### src/rtl/updown_sweep_ctrl.sv
// Up/down sweep controller: counts lo->hi->lo a latched number of times per job,
// with pause, abort, start validation and a one-cycle done pulse.
module updown_sweep_ctrl #(
    parameter int WIDTH = 4
) (
    input  logic             clock,
    input  logic             reset_n,
    input  logic             start,
    input  logic             abort,
    input  logic             pause,
    input  logic [WIDTH-1:0] lo,
    input  logic [WIDTH-1:0] hi,
    input  logic [3:0]       sweeps,
    output logic [WIDTH-1:0] count,
    output logic             up_down,
    output logic             busy,
    output logic             done,
    output logic             err,
    output logic [3:0]       sweeps_left
);

    typedef enum logic [1:0] {IDLE, UP, DOWN, DONE} state_t;

    state_t           state, state_nx;
    logic [WIDTH-1:0] lo_q, hi_q, lo_nx, hi_nx;
    logic [WIDTH-1:0] count_nx, count_inc, count_dec;
    logic [3:0]       left_nx;
    logic             ud_nx, err_nx;

    always_ff @(posedge clock) begin
        if (!reset_n) begin
            state       <= IDLE;
            count       <= '0;
            up_down     <= 1'b1;
            err         <= 1'b0;
            sweeps_left <= '0;
            lo_q        <= '0;
            hi_q        <= '0;
        end else begin
            state       <= state_nx;
            count       <= count_nx;
            up_down     <= ud_nx;
            err         <= err_nx;
            sweeps_left <= left_nx;
            lo_q        <= lo_nx;
            hi_q        <= hi_nx;
        end
    end

    always_comb begin
        state_nx  = state;
        count_nx  = count;
        ud_nx     = up_down;
        err_nx    = 1'b0;
        left_nx   = sweeps_left;
        lo_nx     = lo_q;
        hi_nx     = hi_q;
        count_inc = count + 1'b1;
        count_dec = count - 1'b1;

        unique case (state)
            IDLE: begin
                if (start) begin
                    if ((lo < hi) && (sweeps != 4'd0)) begin
                        lo_nx    = lo;
                        hi_nx    = hi;
                        count_nx = lo;
                        ud_nx    = 1'b1;
                        left_nx  = sweeps;
                        state_nx = UP;
                    end else begin
                        err_nx = 1'b1;
                    end
                end
            end
            UP: begin
                if (abort) begin
                    state_nx = IDLE;
                    count_nx = lo_q;
                    ud_nx    = 1'b1;
                    left_nx  = '0;
                end else if (!pause) begin
                    count_nx = count_inc;
                    if (count_inc == hi_q) begin
                        state_nx = DOWN;
                        ud_nx    = 1'b0;
                    end
                end
            end
            DOWN: begin
                if (abort) begin
                    state_nx = IDLE;
                    count_nx = lo_q;
                    ud_nx    = 1'b1;
                    left_nx  = '0;
                end else if (!pause) begin
                    count_nx = count_dec;
                    // Reaching lo closes one full sweep; the last one ends the job.
                    if (count_dec == lo_q) begin
                        left_nx = sweeps_left - 1'b1;
                        if (sweeps_left > 4'd1) begin
                            state_nx = UP;
                            ud_nx    = 1'b1;
                        end else begin
                            state_nx = DONE;
                        end
                    end
                end
            end
            DONE: begin
                state_nx = IDLE;
                count_nx = lo_q;
                left_nx  = '0;
            end
            default: state_nx = IDLE;
        endcase
    end

    always_comb begin
        busy = (state == UP) || (state == DOWN);
        done = (state == DONE);
    end

endmodule

### config.mk
export PLATFORM = sky130hd
export DESIGN_NAME = updown_sweep_ctrl
export DESIGN_NICKNAME = d
export VERILOG_FILES = /design/src/rtl/updown_sweep_ctrl.sv
export SDC_FILE = /design/constraint.sdc
export NUM_CORES = 1
export LEC_CHECK = 0
export BUFFER_PORTS_ARGS = -buffer_cell sky130_fd_sc_hd__clkbuf_2
export CORE_MARGIN = 8
export CORE_UTILIZATION = 59
export CTS_CLUSTER_DIAMETER = 40
export CTS_CLUSTER_SIZE = 20
export DETAILED_ROUTE_END_ITERATION = 10
export PLACE_DENSITY = 0.83
export SLEW_MARGIN = 20
export SYNTH_ARGS = -nofsm -noshare
export SYNTH_HDL_FRONTEND = slang
export SYNTH_SLANG_ARGS = --single-unit
### constraint.sdc
create_clock -name clock -period 3.7 [get_ports clock]
set_input_delay 0.555 -clock clock [delete_from_list [all_inputs] [get_ports clock]]
set_output_delay 0.555 -clock clock [all_outputs]
set_load 0.03 [all_outputs]
* Word-level counts from Yosys, hierarchy flattened *
Cells that the tools add are included.

word-level totals
  memory bits (read-only) = 0
  output and inout bits = 12
  latch bits = 0
  register bits after elaboration = 20
  memory bits (writable) = 0
  memories = 0

cells by class
  eq/ne operators = 13
  shift operators = 0
  order comparisons = 2
  add/subtract/negate cells = 3
  div/mod/pow operators = 0
  mux-type cells = 35
  reduce and logical (&&, ||, !) cells = 11
  multipliers = 0
  bitwise gates (word level) = 0

operators by type and width
  operator                                              count
  2-to-1 mux 4 bit                                      12
  one-hot mux 4 bit (4 select lines)                    2
  2-to-1 mux 2 bit                                      9
  inequality test 3 bit (second input constant)         5
  2-to-1 mux 1 bit                                      10
  equality test 4 bit                                   2
  one-hot mux 2 bit (4 select lines)                    1
  AND reduction 8 bit                                   1
  subtractor 4 x 1 -> 4 bit (second input constant)     2
  inequality test 2 bit (second input constant)         3
  AND reduction 3 bit                                   2
  AND reduction 6 bit                                   1
  AND reduction 5 bit                                   1
  adder 4 x 1 -> 4 bit (second input constant)          1
  equality test 2 bit (second input constant)           2
  > comparator 4 x 1 -> 1 bit (second input constant)   1
  less-than comparator 4 bit                            1
  AND reduction 4 bit                                   1
  nonzero test 4 bit                                    1
  one-hot mux 1 bit (3 select lines)                    1
  nonzero test 3 bit                                    1
  equality test 2 x 1 -> 1 bit (second input constant)  1
  zero test 2 bit                                       1
  logical AND 1 bit                                     1
  logical OR 1 bit                                      1

* Depth between registers and ports, before layout *
Gate-level depths: netlist of run 1.

  depth after elaboration = 6
  mapped depth = 9

* Least setup slack after synthesis of run 1 *
Ideal clock, no wire load.

  kind = reg-to-reg
  from = register count[0]
  to = register up_down
  stages on the path, launching flop included = 10
  data arrival time = 2169 ps
  slack = 1451 ps
  period minus slack after synthesis = 2249 ps
  library setup time = 81 ps
  buffers on the path = 1
  path through = dfxtp_1 buf_2 inv_1 ha_1 xor2_1 nor3_1 a311oi_2 a2111oi_4 a21oi_1 a41oi_1

between the ends
  longest elaborated chain between the ends = 4
  elaborated cells between the ends (all ways) = 7
  those cells by class = 2 x add/sub; 4 x eq/ne; 1 x reduce/logical

ends and longest elaborated chain
  item                                                               RTL line  text
  from (decl)                                                        14        output logic [WIDTH-1:0] count,
  from (signal assigned)                                             41        count <= count_nx;
  subtractor 4 x 1 -> 4 bit or adder 4 x 1 -> 4 bit (tied branches)  59, 58
  equality test 4 bit, on equally long branches                      99, 84
  inequality test 3 bit (no line)                                    n/a
  AND reduction 8 bit (no line) *                                    n/a
  to (signal assigned)                                               42        up_down <= ud_nx;
  to (decl)                                                          15        output logic up_down,

Every way passes the cells marked *; elsewhere a longest branch is shown, timed or not.
A chain may end at the register's enable or synchronous reset.

* Worst setup path in the final report of run 1 *
  from = register state[0]
  to = register sweeps_left[1]

between the ends
  longest elaborated chain between the ends = 3
  elaborated cells between the ends (all ways) = 11
  those cells by class = 8 x eq/ne; 1 x mux; 2 x reduce/logical

ends and longest elaborated chain
  item                                                                      RTL line  text
  from (decl)                                                               24        state_t state, state_nx;
  from (signal assigned)                                                    40        state <= state_nx;
  equality test 2 bit, or another cell as far along                         61        unique case (state)
  inequality test 3 bit (no line) or inequality test 2 bit (tied branches)  n/a
  AND reduction 5 bit (no line)                                             n/a
  to (signal assigned)                                                      44        sweeps_left <= left_nx;
  to (decl)                                                                 19        output logic [3:0] sweeps_left

Several ways; a longest one is shown, not always the timed one.

==> reports/metrics.yaml, run 1 <==
setup_path:
  required_ns: 3.95
  crit_end: "sweeps_left[1]$_SDFFE_PN0P_"
  r2r-end: "sweeps_left[1]$_SDFFE_PN0P_"
  path_max_fanout: 19
  path_class: "register to register"
  cpPeakStageDelay_ns: 0.65
  rrSetupSlack_ns: 1.28
  cp.arrival_ns: 2.66
  worstReg2RegStart: "state[0]$_SDFFE_PN0P_"
  cp_slowest_cell: "ha_1"
  path_depth: 6
  crit_buf_inv: 2
  crit_start: "state[0]$_SDFFE_PN0P_"
  start_kind: "register"
  crit_top_cell: "inv_1"
  crit_path_end_kind: "register"
  path_cells: "inv_1 -> ha_1 -> inv_1 -> o21ai_1 -> a2111o_1 -> mux2i_1"
  r2r_cells: 6
  critPathTopFamily: "compound AO/OA/AOI/OAI gates"
floorplan:
  fp.coreArea_um2: 2430
  pin_count: 29
  die_x_um: 66.3
  dieArea_um2: 4390
  die_y_um: 66.3
  start_util_pct: 61.3
  num_rows: 18
timing:
  setup_ws_ns: 1.28
  relSlewSlack_pct: 30.2
  min_period_ns: 2.42
  drv_slew: 0
  setup_tns_ns: 0
  skew_ns: 0.00948
  setup_viol: 0
  rsz0062_at_grt: "false"
  max_freq_mhz: 414
  finalCritPeriodShare_pct: 65.3
  hold_viol_final: 0
  worst_pin_slew_ns: 1.05
power_and_ir_drop:
  p_switching_uw: 298
  p_sw_share_pct: 38.2
  p_leak_uw: 0.000755
  vdd_ir_drop_max_v: 0.000325
  powerDensity_nw_per_um2: 465
  comb_power_share_pct: 41.0
  clock_power_share_pct: 23.5
  pwr-share-seq_pct: 35.5
  p_int_uw: 481
finish:
  antenna_cells: 0
  drive_above_1_share_pct: 20.9
  seq_area_um2: 400
  nFillCells: 220
  final_cell_area_um2: 1670
  nets: 220
  area_growth_pct: 12.3
  multi_input_area_um2: 998
grt:
  grtUsageMet3_pct: 3.39
  grtUsageMet2_pct: 29.0
  grt_max_degree: 27
  grt_pass1_wl_mm: 6.06
  grt_pass1_vias: 1315
  busiest_layer: "met2"
  track_usage_pct: 17.2
  antenna_found_initial: 0
  met1_usage_pct: 21.4
  grt_overflow: 0
detailed_routing:
  dr.pass1.iters: 4
  drc: 0
  drt_iter0_markers: 114
  vias_per_cell: 5.80
  vias: 1281
  antenna_left: 0
  drt-total-wl_mm: 3.53
  routedWlPerCell_um: 16.0
clocking:
  cts_made_buffers: 3
  clock_sinks: 20
  cts_tree: "done"
  cts_max_level: 1
  clock_path_buffers: 2
  path_clk_slew_ns: 0.13
  postCtsSetupBuffers: 0
  cts-resized-gates: 0
  holdBufCountCts: 0
  clk_latency_ns: 0.31
  cts.root.buffer_cell: "clkbuf_4"
status:
  status: "completed"
logic_synthesis:
  yosys_register_bits: 20
  synth_area_leaders: "dfxtp_1, ha_1, mux2i_1, nor2b_1, xor2_1"
  synth-main-ff-cell: "dfxtp_1"
  ys_warn_count: 0
  yosys.area.top_type: "dfxtp_1"
  postSynthAreaPerCell_um2: 8.87
  synth_edf_count: 0
  async_reset_ff_share_pct: 0
  ys_top_cells_by_count: "dfxtp_1, nand2_1, mux2i_1, nor2b_1"
  netlist_area_um2: 1490
  yosys.area.top_type_share_pct: 26.9
  yosysUniqueCellTypes: 39
  ys_seq_area_share_pct: 26.9
  synth_cells: 168
  yosysMostFrequentCell: "dfxtp_1"
  synth_nets: 196
run:
  cap_violations: 0
placed_design:
  place_hpwl_mm: 2.75
  port_buffers: 28
  place_area_um2: 1620
  dp_slack_ns: 1.30
  place_congestion: 0.953
min_path:
  hold_class: "register to register"
-- through the flow --
stage               cells  power (uW)  utilization (%)  hold slack (ns)
global route          221         825             68.8            0.558
global placement      217         584             66.7            0.488
floorplan             168         531                -            0.469
finish                221         779             68.8            0.531
detailed placement    217         597             66.7            0.510
CTS                   221         782             68.8            0.529
-- logic make-up (layout without fill, tap and decap cells) --
kind of cell             count (synthesis)  in the layout  share of synthesized area (%)
AND/OR/NAND/NOR                         54             54                           18.7
AO/OA/AOI/OAI                           34             34                           20.5
buffers and inverters                   21             44                           6.13
flip-flops                              20             20                           26.9
XOR/XNOR                                15             15                           9.82
multiplexers                            13             13                           8.73
adder cells (fa/ha/maj)                 11             11                           9.24
-- power by group through the flow --
stage | logic, uW | registers [uW] | clock network, uW
6_report | 320 | 276 | 183
5_1_grt | 349 | 281 | 195
4_1_cts | 319 | 276 | 187
3_5_place_dp | 316 | 280 | 0
3_3_place_gp | 306 | 278 | 0
2_1_floorplan | 239 | 292 | 0
-- final cells by class --
type                       count  area share [%]
inverter                      12            2.69
clock inverter                 1            1.79
sequential                    20            23.9
tap                           30            2.24
timing repair buffer          28            8.37
multi-input combinational    127            59.6
clock buffer                   3            1.35
-- routing by layer --
| layer | part of all wire, % | vias up |
|---|---|---|
| li1 | - | 628 |
| met1 | 45 | 615 |
| met2 | 49 | 32 |
| met3 | 4.5 | 6 |
| met4 | 1.3 | 0 |
| met5 | 0 | - |
-- worst min path at each step --
stage	startpoint	endpoint	slack, ns	cells past startpoint
final	sweeps_left[3]$_SDFFE_PN0P_	sweeps_left[3]$_SDFFE_PN0P_	0.53	2
after global routing	start	err$_SDFF_PN0_	0.56	2
after CTS	sweeps_left[3]$_SDFFE_PN0P_	sweeps_left[3]$_SDFFE_PN0P_	0.53	2
after detailed placement	sweeps_left[3]$_SDFFE_PN0P_	sweeps_left[3]$_SDFFE_PN0P_	0.51	2
after global placement	sweeps_left[1]$_SDFFE_PN0P_	sweeps_left[1]$_SDFFE_PN0P_	0.49	2
after floorplan	state[1]$_SDFFE_PN0P_	state[1]$_SDFFE_PN0P_	0.47	2
-- worst register-to-register path: stages (launching register included) --
cell and delay [ns]:
dfxtp_1 0.37, inv_1 0.10, ha_1 0.65, inv_1 0.25, o21ai_1 0.47, a2111o_1 0.30, mux2i_1 0.22
-- layout by cell type (no fill, tap or decap), types with 2 or more instances in the layout --
| cell type | n |
|---|---|
| inv_1 | 12 |
| nor3_1 | 3 |
| nand2_1 | 15 |
| o21ai_0 | 5 |
| nor4_1 | 2 |
| clkbuf_4 | 3 |
| nor2b_1 | 13 |
| nand2b_1 | 5 |
| clkbuf_2 | 28 |
| dfxtp_1 | 20 |
| xnor2_1 | 5 |
| a22o_1 | 2 |
| xor2_1 | 9 |
| mux2i_1 | 13 |
| ha_1 | 11 |
| o2111ai_1 | 2 |
| o31ai_1 | 2 |
| a21oi_1 | 9 |
| nor2_1 | 12 |
-- flip-flops by register name, indices dropped and copies added, names as in the netlist --
name,cells
sweeps_left,4
lo_q,4
up_down,1
hi_q,4
err,1
state,2
count,4
No activity file was read; power rests on OpenSTA's default activity.
==> run 2, diff against run 1 <==
Settings changed: ABC_AREA set to 1, CORE_UTILIZATION 59 to 55, PLACE_DENSITY 0.83 to 0.78.
Clock period 3.7 ns to 2.43 ns, I/O delays scaled along.
==> reports/metrics.yaml, run 2 <==
status:
  status: "completed"
placed_design:
  dp_cells: 299
  place_hpwl_mm: 3.04
  port_buffers: 28
  place_area_um2: 1720
  place_congestion: 0.837
power_and_ir_drop:
  clock_power_share_pct: 8.4
  p_int_uw: 1120
  pwr-share-seq_pct: 23.0
  finalPower_uw: 2420
  comb_power_share_pct: 68.5
  vdd_ir_drop_max_v: 0.00119
  p_switching_uw: 1300
  p_leak_uw: 0.000906
  p_sw_share_pct: 53.8
  powerDensity_nw_per_um2: 1380
run:
  cap_violations: 0
clocking:
  holdBufCountCts: 0
  clock_sinks: 20
  clk_latency_ns: 0.31
  cts.root.buffer_cell: "clkbuf_4"
  cts_tree: "done"
  postCtsSetupBuffers: 0
  cts_max_level: 1
  path_clk_slew_ns: 0.12
  clock_path_buffers: 2
  cts_made_buffers: 3
  cts-resized-gates: 0
floorplan:
  pin_count: 29
  die_x_um: 69.2
  fp.coreArea_um2: 2730
  start_util_pct: 57.0
  die_y_um: 69.2
  num_rows: 19
  dieArea_um2: 4790
timing:
  rsz0062_at_grt: "false"
  setup_viol: 0
  max_freq_mhz: 501
  worst_pin_slew_ns: 0.540
  finalCritPeriodShare_pct: 82.2
  hold_viol_final: 0
  drv_slew: 0
  setup_tns_ns: 0
  relSlewSlack_pct: 63.9
  min_period_ns: 2.00
  skew_ns: 0.00348
finish:
  drive_above_1_share_pct: 22.1
  mostFrequentLayoutCells: "nand2_1, inv_1, clkbuf_2, nor2_1, dfxtp_1"
  area_growth_pct: 13.0
  finish.utilization_pct: 64.4
  final_common_cell: "nand2_1"
  final_cell_area_um2: 1760
  stdcell_count: 303
  nets: 301
  antenna_cells: 0
logic_synthesis:
  synth_cells: 243
  ys_warn_count: 0
  synth_nets: 271
  postSynthAreaPerCell_um2: 6.42
  yosys_register_bits: 20
  yosysUniqueCellTypes: 32
  ys_top_cells_by_count: "nand2_1, inv_1, nor2_1"
  yosys.area.top_type_share_pct: 25.7
  yosysMostFrequentCell: "nand2_1"
  async_reset_ff_share_pct: 0
  synth-main-ff-cell: "dfxtp_1"
  ys_seq_area_share_pct: 25.7
  yosys.area.top_type: "dfxtp_1"
  netlist_area_um2: 1560
  synth_area_leaders: "dfxtp_1, nand2_1, ha_1, inv_1, nand3_1"
  synth_edf_count: 0
detailed_routing:
  vias: 1583
  vias_per_cell: 5.22
  routedWlPerCell_um: 12.4
  drc: 0
  drt-total-wl_mm: 3.77
  antenna_left: 0
  drt_iter0_markers: 82
  dr.pass1.iters: 4
grt:
  antenna_found_initial: 0
  grt_pass1_vias: 1533
  track_usage_pct: 15.6
  grt_overflow: 0
  grt_max_degree: 20
  grt_pass1_wl_mm: 6.58
setup_path:
  start_kind: "register"
  cp.arrival_ns: 2.19
  path_max_fanout: 15
  required_ns: 2.63
  path_class: "register to register"
  crit_path_end_kind: "register"
min_path:
  hold_class: "primary input to register"
## run 2: final cells by class
cell class                 instances  area (um2)
multi-input combinational        174         961
inverter                          44         170
timing repair buffer              30         155
tap                               31        38.8
sequential                        20         400
fill                             273         972
clock buffer                       4        36.3
## run 2: worst paths after layout
kind,slack [ns],startpoint,endpoint,cells after the start
setup / recovery,0.43,state[0]$_SDFFE_PN0P_,hi_q[3]$_SDFFE_PN0P_,7
hold / removal,0.33,hi[0],hi_q[0]$_SDFFE_PN0P_,3
hold reg to reg,0.49,hi_q[2]$_SDFFE_PN0P_,hi_q[2]$_SDFFE_PN0P_,2
setup reg to reg,0.43,state[0]$_SDFFE_PN0P_,hi_q[3]$_SDFFE_PN0P_,7
## run 2: worst max-delay path: stages (launching register included)
cell	delay (ns)
dfxtp_1	0.36
inv_1	0.09
ha_2	0.33
clkinvlp_4	0.25
nor2_1	0.18
nand2_1	0.29
o21ai_0	0.32
a21oi_1	0.06
## run 2: cell families (layout without fill, tap and decap cells)
logic type               after synthesis  count (layout)  synth area share (%)
buffers and inverters                 49              78                  12.8
AO/OA/AOI/OAI                         40              40                  14.0
AND/OR/NAND/NOR                      120             120                  36.9
flip-flops                            20              20                  25.7
XOR/XNOR                               3               3                  1.69
adder cells (fa/ha/maj)               11              11                  8.83
## run 2: routing by layer
metal | share of wire (%) | up-vias | GRT usage (%)
met5 | 0 | - | 0
met1 | 44 | 701 | 18.7
li1 | - | 832 | -
met3 | 4.9 | 6 | 2.72
met2 | 50 | 44 | 28.0
met4 | 0.69 | 0 | 3.64
## run 2: stage by stage
stage	setup WS, ns	hold WS [ns]
CTS	0.236	0.339
global placement	0.217	0.451
floorplan	0.460	0.436
detailed placement	0.260	0.472
finish	0.432	0.331
global route	0.218	0.357
## run 2: power groups by stage
stage	combinational [uW]	clock, uW	sequential (uW)
2_1_floorplan	1160	0	703
3_3_place_gp	1630	0	566
3_5_place_dp	1650	0	569
4_1_cts	1660	201	560
5_1_grt	1890	215	576
6_report	1660	204	558
==> run 3, diff against run 2 <==
Settings changed: ABC_AREA 1 to 0, CORE_UTILIZATION 55 to 49, PLACE_DENSITY 0.78 to 0.74.
Clock period 2.43 ns to 1.7 ns, I/O delays scaled along.
==> reports/metrics.yaml, run 3 (synthesis results as in run 1) <==
grt:
  antenna_found_initial: 0
  grt_pass1_wl_mm: 6.91
  grt_max_degree: 27
  grt_pass1_vias: 1533
  track_usage_pct: 16.7
  grt_overflow: 0
floorplan:
  die_x_um: 71.1
  die_y_um: 71.1
  start_util_pct: 50.0
  dieArea_um2: 5060
  num_rows: 20
  pin_count: 29
  fp.coreArea_um2: 2980
setup_path:
  path_class: "register to register"
  cp_slowest_cell: "dfxtp_4"
  start_kind: "register"
  crit_path_end_kind: "register"
  crit_buf_inv: 2
  cpPeakStageDelay_ns: 0.37
  required_ns: 1.88
  critPathTopFamily: "compound AO/OA/AOI/OAI gates"
  path_max_fanout: 3
  path_cells: "inv_2 -> ha_4 -> xor2_1 -> nor3_2 -> a311oi_2 -> a2111oi_4 -> buf_4 -> a41oi_2"
  cp.arrival_ns: 2.17
status:
  status: "complete, but fails checks"
  failed_checks: "negative setup slack"
placed_design:
  place_congestion: 0.913
  place_area_um2: 1880
  port_buffers: 28
  place_hpwl_mm: 3.13
finish:
  area_growth_pct: 40.4
  drive_above_1_share_pct: 44.2
  final_common_cell: "buf_4"
  nFillCells: 215
  final_cell_area_um2: 2090
  finish.utilization_pct: 70.3
  nets: 253
  antenna_cells: 0
  mostFrequentLayoutCells: "buf_4, clkbuf_2, nand2_1, dfxtp_1, nor2b_1"
power_and_ir_drop:
  powerDensity_nw_per_um2: 957
  p_leak_uw: 0.000942
  vdd_ir_drop_max_v: 0.000659
detailed_routing:
  vias: 1457
  drt_iter0_markers: 84
  dr.pass1.iters: 4
  drt-total-wl_mm: 4.28
  drc: 0
  antenna_left: 0
  vias_per_cell: 5.67
  routedWlPerCell_um: 16.7
clocking:
  cts_tree: "done"
  cts.root.buffer_cell: "clkbuf_4"
  cts_made_buffers: 3
  clock_path_buffers: 2
  clock_sinks: 20
  clk_latency_ns: 0.32
  cts_max_level: 1
  path_clk_slew_ns: 0.12
timing:
  rsz0062_at_grt: "true"
  min_period_ns: 1.99
  relSlewSlack_pct: 66.0
  max_freq_mhz: 502
  setup_viol: 11
  hold_viol_final: 0
  setup_tns_ns: -1.80
  finalCritPeriodShare_pct: 117
  worst_pin_slew_ns: 0.510
  drv_slew: 0
  skew_ns: 0.00417
  setup_ws_ns: -0.292
run:
  cap_violations: 0
min_path:
  hold_class: "primary input to register"
[run 3: per-layer routing]
layer / up-vias / track usage, % / wire length [um]
li1: 696 / - / -
met1: 703 / 18.1 / 1730
met2: 42 / 28.4 / 2210
met3: 16 / 4.38 / 182
met4: 0 / 9.93 / 165
met5: - / 0 / 0
[run 3: layout make-up]
| cell class | count | area, um2 | area share, % |
|---|---|---|---|
| repair buffers | 61 | 392 | 18.7 |
| clock buffers | 3 | 22.5 | 1.08 |
| flip-flops and latches | 20 | 414 | 19.8 |
| well taps | 33 | 41.3 | 1.97 |
| clock inverters | 1 | 30.0 | 1.44 |
| multi-input cells | 127 | 1150 | 54.8 |
| inverters | 12 | 45.0 | 2.15 |
[run 3: worst paths after layout]
kind / endpoint / slack, ns / cells past startpoint / from
max reg2reg: up_down$_SDFFE_PN1P_ / -0.29 / 8 / count[1]$_SDFFE_PN0P_
max: up_down$_SDFFE_PN1P_ / -0.29 / 8 / count[1]$_SDFFE_PN0P_
min reg2reg: state[1]$_SDFFE_PN0P_ / 0.50 / 2 / state[1]$_SDFFE_PN0P_
min: hi_q[0]$_SDFFE_PN0P_ / 0.26 / 3 / hi[0]
[run 3: repair_timing]
item,4_1_cts,5_1_grt
endpoints found under the setup margin,11,11
setup buffers,0,5
hold buffers,0,0
pin swaps,5,10
resized for setup,5,22
[run 3: tightest hold or removal path: cells and delay by family]
kind,cells,cell delay [ns]
muxes,1,0.08
buffers and inverters,1,0.12
and+or+nand+nor,1,0.10
[run 3: power breakdown]
| group | internal [uW] | leakage (uW) | switching, uW | total (uW) |
|---|---|---|---|---|
| sequential | 527 | 0.000167 | 74.3 | 601 |
| clock | 239 | 0.0000279 | 163 | 402 |
| combinational | 474 | 0.000747 | 524 | 998 |
| total | 1240 | 0.000942 | 762 | 2000 |
[run 3: per-stage QoR]
stage	instances	hold WS [ns]	setup WS, ns	power (uW)
floorplan	168	0.421	-0.272	1190
CTS	252	0.260	-0.223	1870
finish	257	0.256	-0.292	2000
global route	257	0.275	-0.372	2110
detailed placement	248	0.514	-0.228	1450
global placement	248	0.483	-0.180	1420
